## config.mk

```make
export PLATFORM = sky130hd
export DESIGN_NAME = seq111_scan_ctrl
export DESIGN_NICKNAME = d
export VERILOG_FILES = /design/src/rtl/seq111_pkg.sv /design/src/rtl/seq111_core.sv /design/src/rtl/seq111_scan_ctrl.sv
export SDC_FILE = /design/constraint.sdc
export NUM_CORES = 1
export LEC_CHECK = 0
export CORE_UTILIZATION = 47
export DETAILED_ROUTE_END_ITERATION = 10
export PLACE_DENSITY = 0.84
export SKIP_LAST_GASP = 1
export SYNTH_ARGS = -nofsm -noshare
export SYNTH_HDL_FRONTEND = slang
export SYNTH_SLANG_ARGS = --single-unit
```

## constraint.sdc

```tcl
create_clock -name clk -period 1.9 [get_ports clk]
set_clock_uncertainty 0.05 [all_clocks]
set_input_delay 0.19 -clock clk [delete_from_list [all_inputs] [get_ports clk]]
set_output_delay 0.19 -clock clk [all_outputs]
set_load 0.02 [all_outputs]
```

## src/rtl/seq111_pkg.sv

```systemverilog
// seq111_pkg: shared state encodings and default width for the "111" scan controller
//   ctrl_t : controller states IDLE/SHIFT/DONE
//   det_t  : detector states S0..S3, encoded as {Q1,Q0}
package seq111_pkg;
  localparam int DEF_WIDTH = 16;
  typedef enum logic [1:0] {IDLE, SHIFT, DONE} ctrl_t;
  typedef enum logic [1:0] {S0 = 2'b00, S1 = 2'b01, S2 = 2'b10, S3 = 2'b11} det_t;
endpackage

```

## src/rtl/seq111_core.sv

```systemverilog
// seq111_core: overlapping "111" Moore detector
//   clk, reset (sync, active-low), clr (load S0), en (advance on S), S (input bit)
//   Y (state == S3), Q1/Q0 (state bits)
module seq111_core
  import seq111_pkg::*;
(
  input  logic clk,
  input  logic reset,
  input  logic clr,
  input  logic en,
  input  logic S,
  output logic Y,
  output logic Q1,
  output logic Q0
);
  det_t st;
  always_ff @(posedge clk)
    if (!reset || clr) st <= S0;
    else if (en) st <= !S ? S0 : st == S3 ? S3 : det_t'(st + 2'd1);
  assign {Q1, Q0} = st;
  assign Y = Q1 & Q0;
endmodule

```

## src/rtl/seq111_scan_ctrl.sv

```systemverilog
// seq111_scan_ctrl: feeds a word LSB-first into the "111" detector, counting matches
//   clk, reset (sync, active-low), start, abort, data_in[WIDTH]
//   busy, done, aborted, S, bit_idx, Y, Q1, Q0, match_count, found, first_match_idx
module seq111_scan_ctrl
  import seq111_pkg::*;
#(
  parameter int WIDTH = DEF_WIDTH,
  parameter int CNT_W = $clog2(WIDTH + 1),
  parameter int IDX_W = $clog2(WIDTH)
) (
  input  logic             clk,
  input  logic             reset,
  input  logic             start,
  input  logic             abort,
  input  logic [WIDTH-1:0] data_in,
  output logic             busy,
  output logic             done,
  output logic             aborted,
  output logic             S,
  output logic [IDX_W-1:0] bit_idx,
  output logic             Y,
  output logic             Q1,
  output logic             Q0,
  output logic [CNT_W-1:0] match_count,
  output logic             found,
  output logic [IDX_W-1:0] first_match_idx
);
  ctrl_t state;
  logic [WIDTH-1:0] sreg;
  logic go, adv, last, hit;
  assign busy = state == SHIFT;
  assign done = state == DONE;
  assign S    = busy & sreg[0];
  assign go   = state == IDLE && start;
  assign adv  = busy && !abort;
  assign last = bit_idx == IDX_W'(WIDTH - 1);
  // detector lands in S3 on this edge when it sits in S2/S3 (Q1=1) and sees a 1
  assign hit  = adv && S && Q1;
  seq111_core u_core (
    .clk  (clk),
    .reset(reset),
    .clr  (go),
    .en   (adv),
    .S    (S),
    .Y    (Y),
    .Q1   (Q1),
    .Q0   (Q0)
  );
  always_ff @(posedge clk)
    if (!reset) begin
      state           <= IDLE;
      sreg            <= '0;
      bit_idx         <= '0;
      match_count     <= '0;
      found           <= 1'b0;
      first_match_idx <= '0;
      aborted         <= 1'b0;
    end else begin
      aborted <= 1'b0;
      if (go) begin
        state           <= SHIFT;
        sreg            <= data_in;
        bit_idx         <= '0;
        match_count     <= '0;
        found           <= 1'b0;
        first_match_idx <= '0;
      end else if (busy && abort) begin
        state   <= IDLE;
        aborted <= 1'b1;
      end else if (busy) begin
        state   <= last ? DONE : SHIFT;
        sreg    <= sreg >> 1;
        bit_idx <= last ? bit_idx : bit_idx + IDX_W'(1);
        if (hit) begin
          match_count <= match_count + CNT_W'(1);
          found       <= 1'b1;
          if (!found) first_match_idx <= bit_idx;
        end
      end else if (done) state <= IDLE;
    end
endmodule

```

# Word level (Yosys, flattened, before mapping)
# Cells that the tools add are included.
[classes]
addsub = 3
n_bitwise = 6
eq_ne = 5
muxes = 11
reduce_logical = 18
[op_table]
columns = ["operator", "n"]
rows = [
  ["2-to-1 mux 16 bit", 3],
  ["2-to-1 mux 2 bit", 5],
  ["AND reduction 3 bit", 2],
  ["adder 5 x 1 -> 5 bit (second input constant)", 1],
  ["logical AND 1 bit", 5],
  ["adder 4 x 1 -> 4 bit (second input constant)", 1],
  ["equality test 2 bit (second input constant)", 2],
  ["equality test 4 bit (second input constant)", 1],
  ["inverter 1 bit", 4],
  ["AND reduction 4 bit", 1],
  ["nonzero test 2 bit", 2],
  ["nonzero test 4 bit", 1],
  ["2-to-1 mux 1 bit", 3],
  ["OR reduction 3 bit", 1],
  ["adder 2 x 1 -> 2 bit (second input constant)", 1],
  ["bitwise AND 1 bit", 2],
  ["equality test 2 x 1 -> 1 bit (second input constant)", 1],
  ["logical NOT 1 bit", 2],
  ["logical NOT 2 bit", 1],
  ["inequality test 2 x 1 -> 1 bit (second input constant)", 1],
  ["AND reduction 2 bit", 1],
  ["OR reduction 2 bit", 1],
  ["logical OR 1 bit", 1],
]
[word_totals]
out_inout_bits = 21
elab_cells = 52
ff_bits = 35
inputBits = 20

# Depth between registers and ports, before layout
[depth]
word_depth = 5
ltp_mapped = 6
mapped_depth_nobuf = 5

# Modules after synthesis
# From an unflattened synthesis, not the netlist that was laid out.
[hier_totals]
cells_unflattened = 186
area_unflattened_um2 = 1537.7
[modules_own_cells]
columns = ["module", "cells_per_inst", "area_per_inst_um2", "instances", "seq_area_each_um2"]
rows = [
  ["seq111_scan_ctrl", 176, 1426.4, 1, 660.6],
  ["seq111_core", 10, 111.4, 1, 40.0],
]

# Least setup slack after synthesis
# No wires, ideal clock.
[synth_path]
path_kind = "reg2reg"
startpoint = "register state[1]"
endpoint = "register bit_idx[2]"
n_path_buf = 1
arrival_ps = 1431
required_time_ps = 1732
path_slack_ps = 301
path_stages_with_launch = 7
period_less_slack_ps = 1599
setup_time_ps = 118
cell_sequence = "dfxtp_1 > inv_1 > ha_1 > or2b_2 > buf_2 > nor3_1 > nor3_1"
[synth_between]
elab_chain_cells = 4
word_cells_on_any_way = 7
cone_classes = "eq/ne: 1; bitwise: 1; reduce/logical: 5"
[synth_lines]
columns = ["item", "line", "rtl"]
rows = [
  ["from (decl)", "seq111_scan_ctrl.sv:28", "ctrl_t state;"],
  ["from (signal assigned)", "seq111_scan_ctrl.sv:71", "state <= last ? DONE : SHIFT;"],
  ["equality test 2 x 1 -> 1 bit *", "seq111_scan_ctrl.sv:31", "assign busy = state == SHIFT;"],
  ["named net busy", "seq111_scan_ctrl.sv:16", "output logic busy,"],
  ["logical AND 1 bit", "seq111_scan_ctrl.sv:67", "end else if (busy && abort) begin"],
  ["inverter 1 bit (no line)", "--", ""],
  ["AND reduction 3 bit (no line) *", "--", ""],
  ["to (signal assigned)", "seq111_scan_ctrl.sv:73", "bit_idx <= last ? bit_idx : bit_idx + IDX_W'(1);"],
  ["to (decl)", "seq111_scan_ctrl.sv:20", "output logic [IDX_W-1:0] bit_idx,"],
]
# The timed path passes the listed nets; every way through them passes the cells marked *.
# A chain may end at the register's enable or synchronous reset.

# Worst setup path after layout
[layout_path]
startpoint = "register state[0]"
endpoint = "output done"
[layout_between]
elab_chain_cells = 1
[layout_lines]
columns = ["item", "line", "rtl"]
rows = [
  ["equality test 2 bit", "seq111_scan_ctrl.sv:32", "assign done = state == DONE;"],
  ["to (decl)", "seq111_scan_ctrl.sv:17", "output logic done,"],
]
# No other way between the ends.

==> reports/metrics.csv <==
metric;value;unit
hold_violations;0;
endpoint_kind;output pin;
ctsHoldBuffers;0;
clkSlewWorstSetupHoldPaths;100;ps
ys_types;36;
gp_congestion;0.777;
syn_avg_cell_area;8.19;µm²
crit_fanout;3;
synth_top_area_cell;dfxtp_1;
fin_setup_tns;0;ps
cts_sinks;35;
syn-num-nets;212;
drt_iter0_drc;83;
num_antenna_cells;0;
syn2layout_area_growth;32.0;%
grt_max_degree;32;
die_h;59.1;µm
cts_setup_buffers;0;
path_cells;inv_1, ha_1, clkdlybuf4s50_1;
ant_nets;0;
clkLatencyLatePin;330;ps
tightestPinTransition;497;ps
startpoint;state[0]$_SDFFE_PN0P_;
cts_htree_levels;2;
grt_pass1_wl;5.40;mm
slew_violations;0;
synth-simple-area-share;0.221;
grt_pass1_vias;1246;
fp.dieW;59.1;µm
max_freq;574;MHz
path_buf_inv;2;
crit_path_top_delay_cell;clkdlybuf4s50_1;
cts-buffers-inserted;5;
cts_tree;yes;
arrival;1500;ps
dieArea;3490;µm²
vias_per_cell;5.35;
hpwl;2.32;mm
synth-compound-area-share;0.229;
status;completed;
crit_type;reg2out;
ys_seq_elements;35;
path_delay_family;buffers and inverters;
netlist.area_leader.share;0.458;
rr_startpoint;state[1]$_SDFFE_PP0P_;
yosysWarnings;0;
max-slew-margin-rel;0.668;
antenna_found_initial;0;
cts_max_path_buffers;2;
grt-ovfl-total;0;
worstPathRequired;1660;ps
boundaryPins;41;
rows;20;
nNetsFinal;252;
grt_usage;0.208;
wl;3.22;mm
finalSetupViolations;0;
timing.final.crit_share;0.917;
drive_gt1_frac;0.0837;
clockRootBuffer;clkbuf_4;
grt_setup_unrepaired;no;
synth_area;1530;µm²
port_buffers;40;
wire_per_inst;11.9;µm
p_per_area;679;nW/µm²
vias;1450;
hold_start;data_in[15];
core;3080;µm²
fin_crit;1740;ps
synth_area_leaders;dfxtp_1 (46%), nand2_1 (9.6%), o21ai_0 (7.8%), a31oi_1 (6.1%), ha_1 (4.1%);
max_stage_delay;600;ps
min_path_type;in2reg;
start_util;0.498;
yosys.area_share.adder;0.0408;
yosysSeqAreaShare;0.458;
final_core_util;0.657;
cap_violations;0;
synth_edf_count;0;
first_pass_iters;4;
netlist_top_cells_count;nand2_1 (39), dfxtp_1 (35), o21ai_0 (24);
ir_drop;0.566;mV
synth.most_common_cell;nand2_1;
drc;0;
p_leak;0.000713;µW
start_kind;register;
syn_inst;187;
synth_xor_area_frac;0.00572;
synth_ff_type;dfxtp_1;
synth_top_family_by_area;compound AO/OA/AOI/OAI gates;
muxShareOfSynthArea;0;
synthArstFlopShare;0;
==> layout by cell type (no fill, tap or decap), types with 2 or more instances in the layout <==
cell type,Yosys,final
buf_4,0,4
o21ai_0,24,24
a21oi_1,11,11
o211ai_1,2,2
dfxtp_1,35,35
ha_1,5,4
nor3_1,3,3
inv_1,4,4
clkbuf_4,0,5
nand2_1,39,39
a31oi_1,15,15
nor2_1,4,4
nand3_1,8,8
or3_2,2,2
clkdlybuf4s50_1,0,38
and3_1,2,2
and2_1,4,4
==> repair_timing <==
action                     in CTS  in global routing
gates resized for setup         2                  1
setup endpoints to repair       2                  1
pin swaps                       0                  0
==> cell families after synthesis <==
group | after synthesis
xor gates and xnor gates | 1
adders and majority gates | 5
DFF | 35
AOI/OAI and AO/OA | 60
buffers and inverters | 15
and+or+nand+nor | 71
==> path summary, 6_finish.rpt <==
check,slack [ps],cells past startpoint,to
max,160,3,done
min,380,3,sreg[15]$_SDFFE_PN0P_
max reg2reg,260,5,match_count[4]$_SDFFE_PP0P_
min reg2reg,430,2,sreg[14]$_SDFFE_PN0P_
==> per-stage QoR <==
stage / hold slack [ps] / setup slack, ps / cell area [µm²] / power [µW] / cells
after floorplan: 278 / 301 / 1530 / 912 / 187
after global placement: 404 / 171 / 1960 / 984 / 264
after detailed placement: 411 / 117 / 1960 / 989 / 264
after CTS: 371 / 26.5 / 2020 / 1390 / 271
after global routing: 392 / 93.2 / 2020 / 1440 / 271
final: 375 / 157 / 2020 / 1370 / 271
==> registers in the layout (all words and copies together) (netlist names) <==
register and flops:
found 1, match_count 5, state 2, aborted 1
sreg 16, first_match_idx 4, u_core.st 2, bit_idx 4
==> worst register-to-register path, cell delays in order (launching register included) <==
cell      delay [ps]
dfxtp_1          330
inv_1             80
ha_2             230
nand4b_1         230
or3_2            510
a21oi_1          140
==> layer usage <==
layer  share of wire  up-vias  track usage  wire [µm]
met1            0.48      652        0.279       1530
met5               0        -            0          0
li1                -      743            -          -
met2            0.45       45        0.300       1440
met4           0.023        0        0.116         74
met3           0.053       10       0.0590        171
==> where the power goes <==
group | switching, µW | internal (µW) | leakage [µW]
sequential | 20.4 | 769 | 0.000286
combinational | 96.1 | 86.8 | 0.000393
clock | 229 | 171 | 0.0000341
total | 345 | 1030 | 0.000713
==> final cells by class <==
cell class	count	area, µm²
Clock buffer	6	51.3
Fill cell	274	1060
Timing Repair Buffer	44	432
Tap cell	44	55.1
Multi-Input combinational cell	137	763
Sequential cell	35	701
Inverter	4	15.0
Clock inverter	1	5.00
(Power assumes the default switching activity.)
